<file path="config.mk">
export PLATFORM = sky130hd
export DESIGN_NAME = mem_access_unit
export DESIGN_NICKNAME = d
export VERILOG_FILES = /design/src/rtl/mem_access_unit.sv
export SDC_FILE = /design/constraint.sdc
export NUM_CORES = 1
export LEC_CHECK = 0
export ABC_CLOCK_PERIOD_IN_PS = 5400
export CAP_MARGIN = 40
export CORE_ASPECT_RATIO = 0.9
export CORE_MARGIN = 5
export CORE_UTILIZATION = 47
export CTS_CLUSTER_DIAMETER = 80
export CTS_CLUSTER_SIZE = 14
export DETAILED_ROUTE_END_ITERATION = 8
export PLACE_DENSITY = 0.85
export SETUP_SLACK_MARGIN = 0.5
export SYNTH_ARGS = -nofsm -noshare
export SYNTH_HDL_FRONTEND = slang
export SYNTH_SLANG_ARGS = --single-unit
</file>
<file path="constraint.sdc">
create_clock -name clk -period 5.4 [get_ports clk]
set_clock_uncertainty 0.15 [all_clocks]
set_input_delay 0.81 -clock clk [delete_from_list [all_inputs] [get_ports clk]]
set_output_delay 0.81 -clock clk [all_outputs]
set_load 0.05 [all_outputs]
</file>
<file path="src/rtl/mem_access_unit.sv">
// rtl/mem_access_unit.sv - single-outstanding load/store unit with lane steering and ack timeout
module mem_access_unit #(
  parameter int ACK_TIMEOUT = 255
) (
  input  logic        clk,
  input  logic        rstn,
  input  logic        req_valid,
  output logic        req_ready,
  input  logic        req_we,
  input  logic [1:0]  req_size,
  input  logic        req_unsigned,
  input  logic [31:0] req_addr,
  input  logic [31:0] req_wdata,
  output logic        resp_valid,
  output logic [31:0] resp_rdata,
  output logic        resp_err,
  output logic        mem_req,
  output logic        mem_we,
  output logic [31:0] mem_addr,
  output logic [31:0] mem_wdata,
  output logic [3:0]  mem_be,
  input  logic        mem_ack,
  input  logic [31:0] mem_rdata
);

  typedef enum logic [1:0] {
    IDLE   = 2'd0,
    ACCESS = 2'd1,
    RESP   = 2'd2
  } state_t;

  localparam logic [1:0] SIZE_WORD = 2'b00;
  localparam logic [1:0] SIZE_HALF = 2'b01;
  localparam logic [1:0] SIZE_BYTE = 2'b10;

  // Last wait-counter value before giving up on the memory.
  localparam logic [7:0] LAST_WAIT = 8'(ACK_TIMEOUT - 1);

  state_t      state;
  state_t      state_next;
  logic        accept;
  logic        acc_err;
  logic        timeout;
  logic [3:0]  be_lanes;
  logic [31:0] wdata_lanes;
  logic [1:0]  size_q;
  logic        uns_q;
  logic [1:0]  lane_q;
  logic [7:0]  wait_cnt;
  logic        err_q;
  logic [31:0] rdata_q;
  logic [7:0]  byte_val;
  logic [15:0] half_val;
  logic [31:0] load_data;

  assign accept  = req_ready & req_valid;
  assign timeout = (wait_cnt == LAST_WAIT);

  // Request checks and write-side lane steering from the live request fields.
  always_comb begin
    acc_err     = 1'b0;
    be_lanes    = 4'b0000;
    wdata_lanes = req_wdata;
    case (req_size)
      SIZE_BYTE: begin
        be_lanes    = 4'b0001 << req_addr[1:0];
        wdata_lanes = {4{req_wdata[7:0]}};
      end
      SIZE_HALF: begin
        acc_err     = req_addr[0];
        be_lanes    = req_addr[1] ? 4'b1100 : 4'b0011;
        wdata_lanes = {2{req_wdata[15:0]}};
      end
      SIZE_WORD: begin
        acc_err  = (req_addr[1:0] != 2'b00);
        be_lanes = 4'b1111;
      end
      default: acc_err = 1'b1;
    endcase
  end

  // Load extraction: pick the addressed lane and extend to 32 bits.
  always_comb begin
    byte_val  = mem_rdata[{lane_q, 3'b000} +: 8];
    half_val  = mem_rdata[{lane_q[1], 4'b0000} +: 16];
    case (size_q)
      SIZE_BYTE: load_data = uns_q ? {24'b0, byte_val} : {{24{byte_val[7]}}, byte_val};
      SIZE_HALF: load_data = uns_q ? {16'b0, half_val} : {{16{half_val[15]}}, half_val};
      default:   load_data = mem_rdata;
    endcase
  end

  // State register.
  always_ff @(posedge clk) begin
    if (!rstn) state <= IDLE;
    else       state <= state_next;
  end

  // Next-state logic; mem_ack only matters while a request is outstanding.
  always_comb begin
    state_next = state;
    case (state)
      IDLE:    if (req_valid) state_next = acc_err ? RESP : ACCESS;
      ACCESS:  if (mem_ack || timeout) state_next = RESP;
      RESP:    state_next = IDLE;
      default: state_next = IDLE;
    endcase
  end

  // State-decoded outputs; response fields are zero outside the RESP pulse.
  always_comb begin
    req_ready  = (state == IDLE);
    mem_req    = (state == ACCESS);
    resp_valid = (state == RESP);
    resp_err   = resp_valid & err_q;
    resp_rdata = resp_valid ? rdata_q : 32'b0;
  end

  // Request capture, wait counting and response capture.
  always_ff @(posedge clk) begin
    if (!rstn) begin
      mem_we    <= 1'b0;
      mem_addr  <= 32'b0;
      mem_wdata <= 32'b0;
      mem_be    <= 4'b0;
      size_q    <= 2'b0;
      uns_q     <= 1'b0;
      lane_q    <= 2'b0;
      wait_cnt  <= 8'b0;
      err_q     <= 1'b0;
      rdata_q   <= 32'b0;
    end else if (accept) begin
      mem_we    <= req_we;
      mem_addr  <= {req_addr[31:2], 2'b00};
      mem_wdata <= wdata_lanes;
      mem_be    <= be_lanes;
      size_q    <= req_size;
      uns_q     <= req_unsigned;
      lane_q    <= req_addr[1:0];
      wait_cnt  <= 8'b0;
      err_q     <= acc_err;
      rdata_q   <= 32'b0;
    end else if (state == ACCESS) begin
      if (mem_ack) begin
        err_q   <= 1'b0;
        rdata_q <= mem_we ? 32'b0 : load_data;
      end else if (timeout) begin
        err_q   <= 1'b1;
        rdata_q <= 32'b0;
      end else begin
        wait_cnt <= wait_cnt + 8'd1;
      end
    end
  end

endmodule

</file>
==> key figures <==
Worst setup path
  • WP data arrival: 2480 ps
  • CP required: between 4000 and 5000 ps
  • CP Capture Type: output port
  • Crit Path Category: reg -> out
  • Crit path buf inv count: 2
  • Startpoint types: flop
  • CP max FO: 31
  • CP Cell Sequence: nor2b_1, buf_4, and2_1, clkdlybuf4s50_1
  • CP max stage delay: slightly above 800 ps
  • Top delay family on crit path: buffers and inverters
  • Crit-path slowest cell: clkdlybuf4s50_1

Place
  • Dpl cells: 925
  • DP HPWL: 12400 µm
  • IO buf count: 206
  • GP Congestion: 0.931
  • Area post-placement: roughly 0.0074 mm²

Clocking
  • Clk buf depth: 2
  • CTS Buf Count: 17
  • Clock-pin slew on the worst setup and hold paths: 50 ps
  • # clock sinks: 115
  • Hold_buf cts: 0
  • Root Buffer: clkbuf_16
  • Htree depth: 4
  • Post-CTS setup buffer count: 0
  • CTS tree: built
  • Clock Latency Late Sink: between 400 and 500 ps
  • Cts repair resizes: 0

STA
  • Fin crit share: 0.637
  • RSZ-0062 raised after global routing: no
  • Slew headroom: 0.425
  • Fmax: just under 0.3 GHz
  • Post-route minimum period: 3440 ps
  • Final hold violation count: 0
  • Setup TNS Final: 0 ps
  • Setup violators final: 0
  • Slew Viols, Final: 0
  • Least-Margin Pin Slew: 863 ps

Cells and area
  • Final Instance Area: approximately 0.008 mm²
  • Layout cells sized above 1: 0.0844
  • Finished Core Util: 0.731
  • Finished Layout Cells: ~960
  • Final net count: about 910
  • Ant diodes: 0
  • Area Overhead vs Synth: 50.2%

Power
  • Pwr Density: 319 mW/mm²
  • P_leak: approximately 3 nW
  • Maximum vdd drop: 0.262 mV
  • Overall Power: 2.55 mW

Floorplanning
  • Die ar.: 0.0136 mm²
  • DIE WIDTH: 122 µm
  • Total core area: around 0.011 mm²
  • # rows: 36
  • Top Ports: 209
  • Starting density of the core: 0.486
  • Die Y: approximately 110 µm

Flow run
  • MaxCap Viol Count: 0

GRT
  • Initial antenna violation count: 0
  • Vias in the first global route: 5413
  • Global-route wire length before repair: 27300 µm
  • Pin count of the biggest net entering global routing: 78
  • Grt total ovfl: 0
  • Gr usage total: 0.253

Detailed routing
  • First DRT Iteration DRCs: ~320
  • Via/cell ratio: ~5.4
  • Routed wire per std cell: 17.8 µm
  • Drt pass-1 iters: 5
  • DR DRC count: 0
  • Vias: approximately 5200
  • Post-route ant nets: 0
  • Drt total wl: 17100 µm

Synthesis
  • Post-synthesis cell area: 0.00532 mm²
  • Main synth FF type: dfxtp_1
  • Post-synth ARST share: 0
  • Distinct cell type count after synthesis: 53
  • Synth Register Bits: 115
  • Post-synthesis instance total: 606
  • Syn Area/Cell: 8.78 µm²
  • Sequential fraction of the synthesis area: 0.433
  • Post-synth EDFFs: 0
  • Ys Warns: 0

Status
  • Status: finished, final reports clean

Worst hold path
  • Worst Hold Class: reg -> reg
logic make-up (layout without fill, tap and decap cells):
| logic type | count (synthesis) | after routing | synth area share |
|---|---|---|---|
| AO/OA/AOI/OAI | 190 | 190 | 0.260 |
| XOR/XNOR | 6 | 6 | 0.00987 |
| adder cells (fa/ha/maj) | 8 | 8 | 0.0188 |
| buffers and inverters | 54 | 253 | 0.0458 |
| flip-flops | 115 | 115 | 0.433 |
| multiplexers | 11 | 11 | 0.0252 |
| other | 1 | 2 | 0.000705 |
| AND/OR/NAND/NOR | 221 | 221 | 0.208 |
final timing paths:
check / start / endpoint / slack (ps) / depth (start not counted)
setup / recovery: state[1]$_SDFFE_PN0P_ / resp_rdata[0] / 1960 / 4
hold / removal: rdata_q[15]$_SDFFE_PP0P_ / rdata_q[15]$_SDFFE_PP0P_ / 310 / 1
setup reg to reg: lane_q[1]$_SDFFE_PN0P_ / rdata_q[10]$_SDFFE_PP0P_ / 2770 / 4
hold reg to reg: rdata_q[15]$_SDFFE_PP0P_ / rdata_q[15]$_SDFFE_PP0P_ / 310 / 1
state kept, by name, indices dropped and copies added (netlist names), 2 cells and up:
| signal | count |
|---|---|
| mem_be | 4 |
| wait_cnt | 8 |
| state | 2 |
| mem_addr | 30 |
| rdata_q | 32 |
| size_q | 2 |
| lane_q | 2 |
| mem_wdata | 32 |
where the power goes:
part | internal [mW] | leakage, nW | switching [mW]
clock | 0.696 | 0.282 | 0.390
combinational | 0.213 | 1.71 | 0.324
sequential | 0.899 | 0.940 | 0.0322
total | 1.81 | 2.93 | 0.746
cell usage after synthesis, drive strengths merged, types with 3 or more instances:
cell / instances / area [µm²]
dfxtp: 115 / 2300
nand2: 109 / 412
a21boi: 57 / 428
o21ai: 39 / 195
and2: 35 / 219
clkbuf: 31 / 118
a21oi: 28 / 144
nand2b: 25 / 156
a221o: 16 / 173
buf: 15 / 96.3
nor2: 13 / 48.8
nor2b: 12 / 75.1
nor3b: 10 / 75.1
a221oi: 9 / 78.8
mux2: 9 / 101
o2bb2ai: 9 / 78.8
a22o: 8 / 70.1
ha: 8 / 100
inv: 8 / 30.0
a32o: 7 / 70.1
o22ai: 7 / 43.8
xnor2: 4 / 35.0
nor4: 3 / 18.8
or3b: 3 / 26.3
placed cells by master, fill, tap and decap left out, drive strengths merged, types with 3 or more instances in the layout:
| cell type | count |
|---|---|
| nand2b | 25 |
| clkbuf | 21 |
| nand2 | 109 |
| buf | 8 |
| clkinv | 7 |
| nor4 | 3 |
| a221o | 16 |
| nor2 | 13 |
| o21ai | 39 |
| dfxtp | 115 |
| clkdlybuf4s50 | 205 |
| xnor2 | 4 |
| or3b | 3 |
| mux2 | 9 |
| a21oi | 28 |
| ha | 8 |
| inv | 8 |
| a22o | 8 |
| nor3b | 10 |
| and2 | 35 |
| o22ai | 7 |
| a21boi | 57 |
| nor2b | 12 |
| a32o | 7 |
| a221oi | 9 |
| o2bb2ai | 9 |
metrics by stage:
stage	hold WS, ps	setup WS, ps
detailed placement	289	1940
floorplan	274	2670
global route	327	1830
global placement	289	2040
CTS	310	1970
finish	309	1960
routing by layer:
metal  up-vias  global-route usage  share of wire
li1       2505                   -              -
met2       252               0.427           0.49
met4         0              0.0955          0.023
met1      2427               0.279           0.37
met3        29               0.110           0.12
met5         -                   0              0
layout make-up:
type	count	area, µm²
clock inverters	11	110
clock buffers	21	460
well taps	152	190
repair buffers	213	2120
fillers	796	2950
multi-input cells	438	2780
flip-flops and latches	115	2300
inverters	8	30.0
Note: power is estimated with default switching activity, not from simulation.
